## config.mk

```make
export PLATFORM = sky130hd
export DESIGN_NAME = skew_feeder
export DESIGN_NICKNAME = d
export VERILOG_FILES = /design/src/rtl/skew_feeder.sv
export SDC_FILE = /design/constraint.sdc
export NUM_CORES = 1
export LEC_CHECK = 0
export CORE_MARGIN = 4
export CORE_UTILIZATION = 39
export CTS_CLUSTER_SIZE = 25
export DETAILED_ROUTE_END_ITERATION = 10
export SLEW_MARGIN = 30
export SYNTH_ARGS = -nofsm -noshare
export SYNTH_HDL_FRONTEND = slang
export SYNTH_SLANG_ARGS = --single-unit
export TNS_END_PERCENT = 10
```

## constraint.sdc

```tcl
create_clock -name clk -period 1.1 [get_ports clk]
set_input_delay 0.165 -clock clk [delete_from_list [all_inputs] [get_ports clk]]
set_output_delay 0.165 -clock clk [all_outputs]
set_load 0.005 [all_outputs]
```

## src/rtl/skew_feeder.sv

```systemverilog
// Operand skew buffer: lane i delays accepted rows by BASE_DELAY + i*SKEW_STEP enabled cycles,
// then flushes zeros and pulses done. Optional per-lane valid tags: define SKEW_FEEDER_LANE_VLD_EN.
module skew_feeder #(
    parameter int BITS       = 8,
    parameter int DIM        = 8,
    parameter int BASE_DELAY = 8,
    parameter int SKEW_STEP  = 1
) (
    input  logic                       clk,
    input  logic                       rst_n,
    input  logic                       en,
    input  logic                       start,
    input  logic                       in_valid,
    output logic                       in_ready,
    input  logic [DIM*BITS-1:0]        Bin,
    output logic [DIM*BITS-1:0]        Bout,
    output logic                       busy,
    output logic                       done,
    output logic [$clog2(DIM+1)-1:0]   row_count
`ifdef SKEW_FEEDER_LANE_VLD_EN
    ,
    output logic [DIM-1:0]             lane_vld
`endif
);

    localparam int D_MAX = BASE_DELAY + (DIM - 1) * SKEW_STEP;
    localparam int RW    = $clog2(DIM + 1);
    localparam int FW    = $clog2(D_MAX + 1);

    typedef enum logic [1:0] {
        IDLE  = 2'd0,
        LOAD  = 2'd1,
        FLUSH = 2'd2
    } state_t;

    state_t          state;
    state_t          state_nx;
    logic [FW-1:0]   flush_cnt;
    logic            accept;
    logic            last_row;
    logic            flush_last;

    // Handshake: a row transfers on a rising edge where en & in_valid & in_ready;
    // in_ready depends on state only, so in_valid may be held without combinational loops.
    assign last_row   = (row_count == RW'(DIM - 1));
    assign flush_last = (flush_cnt == FW'(D_MAX - 1));

    always_comb begin
        state_nx = state;
        in_ready = (state == LOAD);
        busy     = (state != IDLE);
        accept   = en & in_valid & in_ready;
        case (state)
            IDLE:    if (start) state_nx = LOAD;
            LOAD:    if (accept && last_row) state_nx = FLUSH;
            FLUSH:   if (flush_last) state_nx = IDLE;
            default: state_nx = IDLE;
        endcase
    end

    always_ff @(posedge clk or negedge rst_n) begin
        if (!rst_n) begin
            state     <= IDLE;
            row_count <= '0;
            flush_cnt <= '0;
            done      <= 1'b0;
        end else begin
            // done is a plain one-clock pulse; it does not wait for en to drop it.
            done <= en && (state == FLUSH) && flush_last;
            if (en) begin
                state <= state_nx;
                if (state == IDLE && start)
                    row_count <= '0;
                else if (accept)
                    row_count <= row_count + RW'(1);
                if (state == FLUSH && !flush_last)
                    flush_cnt <= flush_cnt + FW'(1);
                else
                    flush_cnt <= '0;
            end
        end
    end

    for (genvar i = 0; i < DIM; i++) begin : g_lane
        localparam int D = BASE_DELAY + i * SKEW_STEP;

        logic [BITS-1:0] sr [D];

        // Non-accepting edges inject zeros so bubbles and the flush drain cleanly.
        always_ff @(posedge clk or negedge rst_n) begin
            if (!rst_n) begin
                for (int j = 0; j < D; j++) sr[j] <= '0;
            end else if (en) begin
                sr[0] <= accept ? Bin[i*BITS +: BITS] : '0;
                for (int j = 1; j < D; j++) sr[j] <= sr[j-1];
            end
        end

        assign Bout[i*BITS +: BITS] = sr[D-1];

`ifdef SKEW_FEEDER_LANE_VLD_EN
        logic vsr [D];

        always_ff @(posedge clk or negedge rst_n) begin
            if (!rst_n) begin
                for (int j = 0; j < D; j++) vsr[j] <= 1'b0;
            end else if (en) begin
                vsr[0] <= accept;
                for (int j = 1; j < D; j++) vsr[j] <= vsr[j-1];
            end
        end

        assign lane_vld[i] = vsr[D-1];
`endif
    end

endmodule

```

==> run_results.csv, run 1 <==
group,metric,value,unit
clock_tree,clk_pin_slew,0.06,ns
synth,yosys_warnings,0,
route,routedWlPerCell,15.9,um
timing,hold_viol,0,
layout,seqCellArea,0.0187,mm2
synth,dominantRegCellSynth,"dfrtp_1",
timing,period_minus_slack,1.55,ns
die,core_area,0.0744,mm2
layout,syn2layout_area_growth,19.2,%
die,chipHeight,282,um
die,initial_utilization,39.3,%
clock_tree,cts_tree,"built",
route,drt-total-wl,48300,um
timing,fmax,645,MHz
synth,syn_nets,1882,
clock_tree,cts-root-to-sink-buffers,3,
synth,synthAdderAreaFrac,0.128,%
pwr,power_density,1700,mW/mm2
route,via_per_inst,4.69,
synth,avgSynthCellArea,16.2,um2
min_path,hold_class,"in -> reg",
placement,gp_congestion,0.710,
timing,tns,-38.34,ns
critical_path,crit_type,"reg -> out",
timing,setup_violations,143,
pwr,p_total,59.5,mW
pwr,power.leakage,17.8,nW
timing,rsz0062_at_grt,"true",
synth,synth_xor_area_share,0,%
critical_path,critPathCaptureType,"output pin",
job,drv_cap,0,
synth,yosys.cell_types.count,28,
timing,drv_slew,0,
synth,synthSimpleGateAreaFrac,1.38,%
placement,io_buffer_count,139,
timing,tightest_slew,0.466,ns
grt,grt_max_degree,89,
route,first_iter_violations,508,
synth,synth_top_family_by_area,"multiplexers",
critical_path,startpoint_type,"flop",
min_path,holdPathStages,3,
route,vias,14217,
critical_path,r2r-end,"row_count[0]",
layout,nets,2077,
grt,grt_pass1_wl,80900,um
timing,relSlewSlack,68.9,%
pwr,ir_drop,980,uV
timing,fin_skew,0.0139,ns
status,violations,"setup timing",
critical_path,setup.worst_path.end,"in_ready",
die,dieArea,0.0795,mm2
synth,synth_seq_cells,747,
synth,async_reset_ff_share,100,%
route,drc,0,
grt,grt_pass1_vias,15399,
synth,ys_seq_area_share,63.9,%
route,ant_nets,0,
die,chipWidth,282,um
critical_path,r2r_slack,-0.44,ns
clock_tree,clk_latency,0.61,ns
placement,hpwl,30200,um
clock_tree,htree_levels,3,
grt,grt_overflow,0,
grt,grt_use_total,12.3,%
critical_path,critPathMaxFanout,3,
layout,final_layout_size_suffix_gt1_share,49.3,%
synth,synth_compound_area_share,1.28,%
synth,synth_mux_area_share,28.4,%
critical_path,critPathLaunch,"state[0]",
synth,synthesis.area,0.0293,mm2
grt,antenna_found_initial,2,
synth,synth_edf_count,0,
status,outcome,"complete, but fails checks",
clock_tree,cts_buffers,82,
timing,setup_slack,-0.451,ns
critical_path,r2r_cells,6,
layout,multi_input_area,0.00930,mm2
die,rows,100,
critical_path,cp.arrival,1.39,ns
die,io_pins,140,
critical_path,r2r-start,"state[0]",
clock_tree,root_buffer,"clkbuf_16",
clock_tree,cts_num_sinks,747,
layout,final.fill_count,6401,
timing,min_period_over_period,141,%
synth,syn_inst,1810,
critical_path,cp.required,0.94,ns
route,first_pass_iters,4,
[metal layers]
layer / track usage, % / vias to the layer above / routed length [um] / share of wire (%)
met5: 0 / - / 11 / 0.023
met4: 3.83 / 2 / 1150 / 2.4
met3: 3.01 / 80 / 1720 / 3.6
met2: 19.2 / 174 / 22400 / 46
met1: 17.2 / 7387 / 23000 / 48
li1: - / 6574 / - / -
[how the worst min path moves through the flow]
stage,startpoint,endpoint,slack [ns]
after global routing,en,g_lane[5].sr[102],0.02
after detailed placement,rst_n,g_lane[6].sr[27],0.05
after CTS,en,state[0],0.03
final,en,g_lane[5].sr[102],0.05
after floorplan,rst_n,Bout[0],-0.13
after global placement,rst_n,g_lane[6].sr[27],0.05
[stage by stage]
step                      instance area (um2)  setup slack (ns)  cells  utilization [%]  hold WS (ns)
after CTS                               34800            -0.496   3026             46.8        0.0294
after floorplan                         29300            -0.137   1810                -        -0.131
final                                   34900            -0.451   3032             46.9        0.0456
after detailed placement                32000            -0.423   2864             43.0        0.0544
after global routing                    34900            -0.537   3031             46.9        0.0159
after global placement                  32000            -0.404   2864             43.0        0.0487
[power breakdown]
group	leakage [nW]	switching [mW]	internal, mW	total [mW]
Combinational	6.06	1.80	1.90	3.70
Clock	1.33	10.9	16.5	27.4
Sequential	10.4	0.359	28.0	28.4
[critical path: stages (launching register included)]
cell,delay (ns)
dfrtp_1,0.41
buf_6,0.14
nor2b_4,0.11
buf_2,0.12
[logic make-up after synthesis]
kind of cell,count (synthesis)
simple gates,90
buf+inv,223
fa+ha+maj,3
flops,747
mux,675
compound gates,72
[repair_timing]
action / in CTS / in global routing
hold buffers: 3 / 0
gates resized for setup: 240 / 96
buffers inserted: 18 / 3
endpoints found under the hold margin: 748 / 0
pin swaps: 5 / 8
setup endpoints to repair: 146 / 146
gates cloned: 0 / 2
[state kept, by name, indices dropped and copies added, names as in the netlist]
register   cells
row_count      4
Bout          64
g_lane.sr    672
flush_cnt      4
done           1
state          2
[cells in the final DEF, fill, tap and decap left out, types with 40 or more instances in the layout]
cell type	synthesis	routed
nand2_1	69	57
inv_1	67	66
mux2_2	477	476
clkbuf_16	0	84
buf_4	107	71
mux2_4	190	191
o21ai_1	5	40
clkdlybuf4s50_1	0	66
buf_12	0	45
dfrtp_1	747	746
[layout make-up]
| cell class | instances | share of cell area (%) |
|---|---|---|
| Sequential cell | 747 | 53.6 |
| Multi-Input combinational cell | 840 | 26.6 |
| Timing Repair Buffer | 267 | 7.78 |
| Clock buffer | 117 | 6.69 |
| Tap cell | 969 | 3.47 |
| Clock inverter | 24 | 1.11 |
| Inverter | 67 | 0.721 |
| Antenna cell | 1 | 0.00717 |
[synth_stat cells (all sizes together), types with 3 or more instances]
cell	number	area share [%]
nand2	69	0.89
nand3	4	0.068
nor2b	3	0.064
ha	3	0.13
clkbuf	6	0.077
o21ai	66	1.1
dfrtp	747	64
nand2b	3	0.064
and4b	3	0.10
mux2	673	28
buf	150	4.0
nand4	3	0.064
inv	67	0.86
Power figures use the tool's default switching activity.
==> run 2: changes to the inputs <==
- ABC_CLOCK_PERIOD_IN_PS: unset -> 1100
- MAX_ROUTING_LAYER: unset -> met4
==> run 2 against run 1 <==
The run still ends with setup timing left; routed wire length is essentially flat; clock power hardly changed; worst hold slack gained 0.0025 ns; clock skew barely moved; sequential power barely moved; cell area about the same; clock-buffer cell count stayed put; fmax shrank 0.35%.
==> run_results.csv, run 2 (synthesized netlist as in run 1, its figures left out) <==
group,metric,value,unit
layout,fin_util,46.9,%
layout,final_area,0.0349,mm2
critical_path,cp.arrival,1.39,ns
placement,place_area,0.0320,mm2
route,routedWlPerCell,15.9,um
critical_path,critPathMaxFanout,3,
pwr,p_total,59.5,mW
layout,final_layout_size_suffix_gt1_share,49.3,%
timing,relSlewSlack,68.6,%
grt,grt_overflow,0,
placement,gp_congestion,0.719,
critical_path,cp_num_buf_inv,2,
timing,rsz0062_at_grt,"true",
die,rows,100,
route,drt-total-wl,48300,um
status,violations,"setup timing",
pwr,ir_drop,981,uV
clock_tree,cts_num_sinks,747,
die,chipHeight,282,um
clock_tree,clk_pin_slew,0.06,ns
die,io_pins,140,
die,initial_utilization,39.3,%
layout,final.fill_count,6400,
timing,hold_viol,0,
layout,mostFrequentLayoutCells,"dfrtp_1, mux2_2, mux2_4, clkbuf_16, buf_4",
clock_tree,root_buffer,"clkbuf_16",
timing,period_minus_slack,1.56,ns
status,outcome,"complete, but fails checks",
timing,fin_skew,0.0141,ns
placement,io_buffer_count,139,
layout,top_register,"g_lane.sr",
route,met1Wirelength,23000,um
route,top_layer,"met4",
grt,grt_use_total,12.7,%
route,via_per_inst,4.69,
timing,fin_hold_ws,0.0482,ns
route,wl_met3,1750,um
timing,setup_slack,-0.456,ns
timing,min_period_over_period,141,%
grt,grt_pass1_vias,15389,
timing,fmax,643,MHz
timing,setup_violations,143,
critical_path,startpoint_type,"flop",
clock_tree,cts_tree,"built",
critical_path,cp.required,0.94,ns
critical_path,crit_chain,"buf_6 > nor2b_4 > buf_2",
route,vias,14217,
placement,hpwl,30200,um
route,first_pass_iters,4,
job,drv_cap,0,
grt,grt_max_degree,89,
clock_tree,cts_buffers,82,
timing,tightest_slew,0.470,ns
clock_tree,cts-root-to-sink-buffers,3,
layout,final_common_cell,"dfrtp_1",
die,core_area,0.0744,mm2
pwr,power_density,1700,mW/mm2
route,ant_nets,0,
grt,antenna_found_initial,2,
critical_path,crit_type,"reg -> out",
layout,syn2layout_area_growth,19.2,%
layout,nets,2077,
route,first_iter_violations,550,
route,drc,0,
timing,drv_slew,0,
pwr,power.leakage,17.8,nW
critical_path,cp_slowest_stage_delay,0.42,ns
critical_path,path_delay_family,"flip-flops",
layout,largest_reg_flops,672,
grt,grt_pass1_wl,80800,um
clock_tree,clk_latency,0.61,ns
die,chipWidth,282,um
clock_tree,htree_levels,3,
min_path,hold_class,"in -> reg",
critical_path,crit_slowest_cell,"dfrtp_1",
die,dieArea,0.0795,mm2
critical_path,critPathCaptureType,"output pin",
route,met2WireLength,22400,um
timing,tns,-38.70,ns
-- run 2: changes by cell type in the layout (fill, tap and decap cells not counted) --
| cell | delta |
|---|---|
| o21ai_0 | -1 |
| o21ai_1 | +1 |
| diode_2 | +1 |
-- run 2: worst reg2reg max path: stages, from the launching register on --
cell	delay [ns]
dfrtp_1	0.42
buf_6	0.14
buf_4	0.13
and4b_4	0.19
buf_4	0.16
buf_8	0.13
mux2_4	0.26
-- run 2: metal layers --
layer	vias up	track usage (%)
met1	7381	17.1
met2	184	19.2
met5	-	-
li1	6566	-
met4	0	3.88
met3	86	3.02
-- run 2: repair_timing --
item | 4_1_cts | 5_1_grt
resized for setup | 240 | 97
hold buffers | 3 | 0
buffers inserted | 18 | 3
setup endpoints to repair | 146 | 146
endpoints found under the hold margin | 748 | 0
pin swaps | 5 | 8
cloned | 0 | 2
-- run 2: final timing paths --
check | from | end | slack, ns | depth (start not counted)
min in group asynchronous | rst_n | g_lane[6].sr[12] | 0.27 | 3
min reg2reg | g_lane[0].sr[34] | g_lane[0].sr[34] | 0.49 | 1
min | en | g_lane[5].sr[102] | 0.05 | 3
max in group asynchronous | rst_n | g_lane[6].sr[27] | 0.12 | 3
max reg2reg | state[0] | row_count[0] | -0.44 | 6
max | state[0] | in_ready | -0.46 | 3
-- run 2: where the power goes --
part,switching [mW],leakage [nW],internal [mW],total (mW)
Sequential,0.360,10.4,28.0,28.4
Combinational,1.80,6.06,1.90,3.70
Clock,10.9,1.33,16.5,27.4
Total,13.1,17.8,46.4,59.5
-- run 2: layout make-up --
cell class | instances | area [um2] | area share [%]
flip-flops and latches | 747 | 18700 | 53.6
multi-input cells | 840 | 9300 | 26.6
repair buffers | 267 | 2720 | 7.78
clock buffers | 117 | 2330 | 6.69
well taps | 969 | 1210 | 3.47
clock inverters | 24 | 387 | 1.11
inverters | 67 | 251 | 0.721
diodes | 2 | 5.00 | 0.0143
-- run 2: stage by stage --
step	std cells	setup WS (ns)
4_1_cts	3026	-0.496
3_5_place_dp	2864	-0.423
2_1_floorplan	1810	-0.137
5_1_grt	3033	-0.539
6_report	3033	-0.456
3_3_place_gp	2864	-0.404
==> run 3: changes to the inputs <==
- ABC_AREA: unset -> 1
==> run 3 against run 2 <==
The flow finishes with violations (hold timing, setup timing); die area is 2.9% lower; fmax is 1.9% higher; worst hold slack worse by 0.056 ns; sequential share of layout area is 0.96 points higher; clock skew is 0.0030 ns lower; total power is 15% higher; largest power group unchanged; critical path depth is 1 higher; clock power is 4% lower; non-clock buffer count is 51 higher; routed wire length is 13% higher; sequential power is 20% higher.
==> run_results.csv, run 3 <==
group,metric,value,unit
clock_tree,cts_hold_buf,2,
synth,synth_compound_area_share,2.72,%
timing,tns,-35.50,ns
synth,avgSynthCellArea,9.16,um2
timing,period_minus_slack,1.53,ns
critical_path,critPathCaptureType,"output pin",
critical_path,cp_common_cell,"buf_6",
clock_tree,cts_num_sinks,747,
timing,setup_violations,146,
layout,final_area,0.0343,mm2
grt,grt_use_total,14.9,%
synth,yosys.cell_types.count,22,
synth,async_reset_ff_share,100,%
synth,syn_nets,3171,
clock_tree,clk_pin_slew,0.06,ns
layout,largest_reg_flops,672,
critical_path,crit_slowest_cell,"dfrtp_1",
critical_path,crit_type,"reg -> out",
synth,syn_inst,3099,
grt,grt_overflow,0,
synth,synth_top_family_by_area,"simple AND/OR/NAND/NOR gates",
synth,synth.area.top_cells,"dfrtp_1, nand2_1, buf_2",
critical_path,r2r_slack,-0.35,ns
synth,synthTopCellsByCount,"nand2_1, dfrtp_1, buf_2",
critical_path,critPathMaxFanout,2,
clock_tree,cts_buffers,82,
grt,grt_pass1_vias,18920,
die,initial_utilization,39.5,%
timing,setup_slack,-0.427,ns
synth,synth_xor_area_share,0.0309,%
synth,yosys_warnings,0,
route,first_pass_iters,5,
critical_path,critPathLaunch,"state[0]",
layout,final_common_cell,"nand2_1",
synth,dominantRegCellSynth,"dfrtp_1",
critical_path,path_delay_family,"flip-flops",
clock_tree,root_buffer,"clkbuf_16",
die,io_pins,140,
placement,hpwl,33700,um
die,rows,98,
critical_path,cp_slowest_stage_delay,0.38,ns
clock_tree,htree_levels,3,
timing,fin_hold_ws,-0.00796,ns
die,dieArea,0.0772,mm2
timing,fin_skew,0.0111,ns
status,outcome,"complete, but fails checks",
layout,final_layout_size_suffix_gt1_share,11.5,%
critical_path,r2r-start,"state[0]",
layout,nets,3345,
synth,synthSimpleGateAreaFrac,26.3,%
route,first_iter_violations,1171,
grt,grt_pass1_wl,95400,um
timing,relSlewSlack,74.1,%
layout,fin_util,47.7,%
synth,synth_mux_area_share,0,%
clock_tree,clk_latency,0.60,ns
grt,antenna_found_initial,4,
timing,drv_slew,0,
clock_tree,cts-root-to-sink-buffers,3,
layout,seqCellArea,0.0187,mm2
clock_tree,cts_tree,"built",
synth,ys_seq_area_share,65.8,%
die,chipWidth,278,um
grt,grt_max_degree,86,
route,ant_nets,0,
critical_path,cp_num_buf_inv,3,
timing,rsz0062_at_grt,"true",
route,drt-total-wl,54700,um
timing,min_period_over_period,139,%
timing,tightest_slew,0.388,ns
critical_path,cp.required,0.94,ns
layout,final.fill_count,6893,
route,drc,0,
die,chipHeight,278,um
timing,fmax,655,MHz
synth,synthesis.area,0.0284,mm2
layout,syn2layout_area_growth,20.8,%
pwr,ir_drop,1210,uV
job,drv_cap,0,
placement,place_area,0.0317,mm2
pwr,power_density,1990,mW/mm2
layout,mostFrequentLayoutCells,"nand2_1, dfrtp_1, buf_4, clkbuf_16",
critical_path,crit_chain,"buf_6 > inv_4 > nor2_4 > buf_6",
layout,top_register,"g_lane.sr",
route,routedWlPerCell,12.8,um
status,violations,"hold timing, setup timing",
pwr,power.leakage,19.1,nW
route,via_per_inst,4.44,
layout,multi_input_area,0.00834,mm2
die,core_area,0.0719,mm2
placement,io_buffer_count,139,
min_path,hold_class,"in -> async",
critical_path,startpoint_type,"flop",
synth,yosys.area.top_type,"dfrtp_1",
timing,hold_viol,11,
synth,synth_edf_count,0,
placement,gp_congestion,0.728,
synth,synth_top_area_share,65.8,%
route,vias,18992,
critical_path,cp.arrival,1.36,ns
synth,synth_seq_cells,747,
synth,post-synth-top-count-cell,"nand2_1",
synth,synthAdderAreaFrac,0.132,%
[run 3: path summary, 6_finish.rpt]
path                                         end  cells past startpoint
min in group clk                g_lane[0].sr[37]                      5
max in group asynchronous       g_lane[6].sr[97]                      5
worst max register to register  g_lane[0].sr[63]                      8
worst min register to register  g_lane[5].sr[25]                      2
worst max-delay path                    in_ready                      4
worst min-delay path            g_lane[1].sr[38]                      2
[run 3: where the power goes]
part / internal, mW / switching (mW) / leakage [nW] / total [mW]
registers: 31.8 / 2.28 / 10.2 / 34.0
clock network: 15.9 / 10.5 / 1.27 / 26.4
logic: 3.62 / 4.22 / 7.55 / 7.85
total: 51.3 / 17.0 / 19.1 / 68.3
[run 3: metal layers]
layer / track usage, % / share of wire [%]
met3: 3.69 / 4.7
met2: 22.4 / 44
met4: 3.94 / 2.2
met5: - / 0
met1: 20.5 / 49
[run 3: area by class of cell]
class	count	share of cell area, %
inverter	28	0.372
timing repair buffer	318	9.75
multi-input combinational	2096	24.3
sequential	747	54.5
clock buffer	117	6.87
tap	950	3.47
antenna	4	0.0292
clock inverter	16	0.642
[run 3: metrics by stage]
step | cells | power (mW) | worst slack [ns]
5_1_grt | 4276 | 72.4 | -0.499
3_5_place_dp | 4115 | 42.4 | -0.548
6_report | 4276 | 68.3 | -0.427
4_1_cts | 4269 | 69.5 | -0.452
2_1_floorplan | 3099 | 38.8 | -0.000515
3_3_place_gp | 4115 | 42.1 | -0.513
[run 3: cells by family after synthesis]
family / Yosys count
flip-flops: 747
AO/OA/AOI/OAI: 106
XOR/XNOR: 1
adder cells (fa/ha/maj): 3
buffers and inverters: 256
AND/OR/NAND/NOR: 1986
[run 3: repair_timing]
item | 4_1_cts | 5_1_grt
pin swaps | 5 | 0
gates cloned | 0 | 2
buffers inserted | 19 | 2
gates resized for setup | 230 | 50
setup endpoints to repair | 144 | 162
endpoints found under the hold margin | 676 | 16
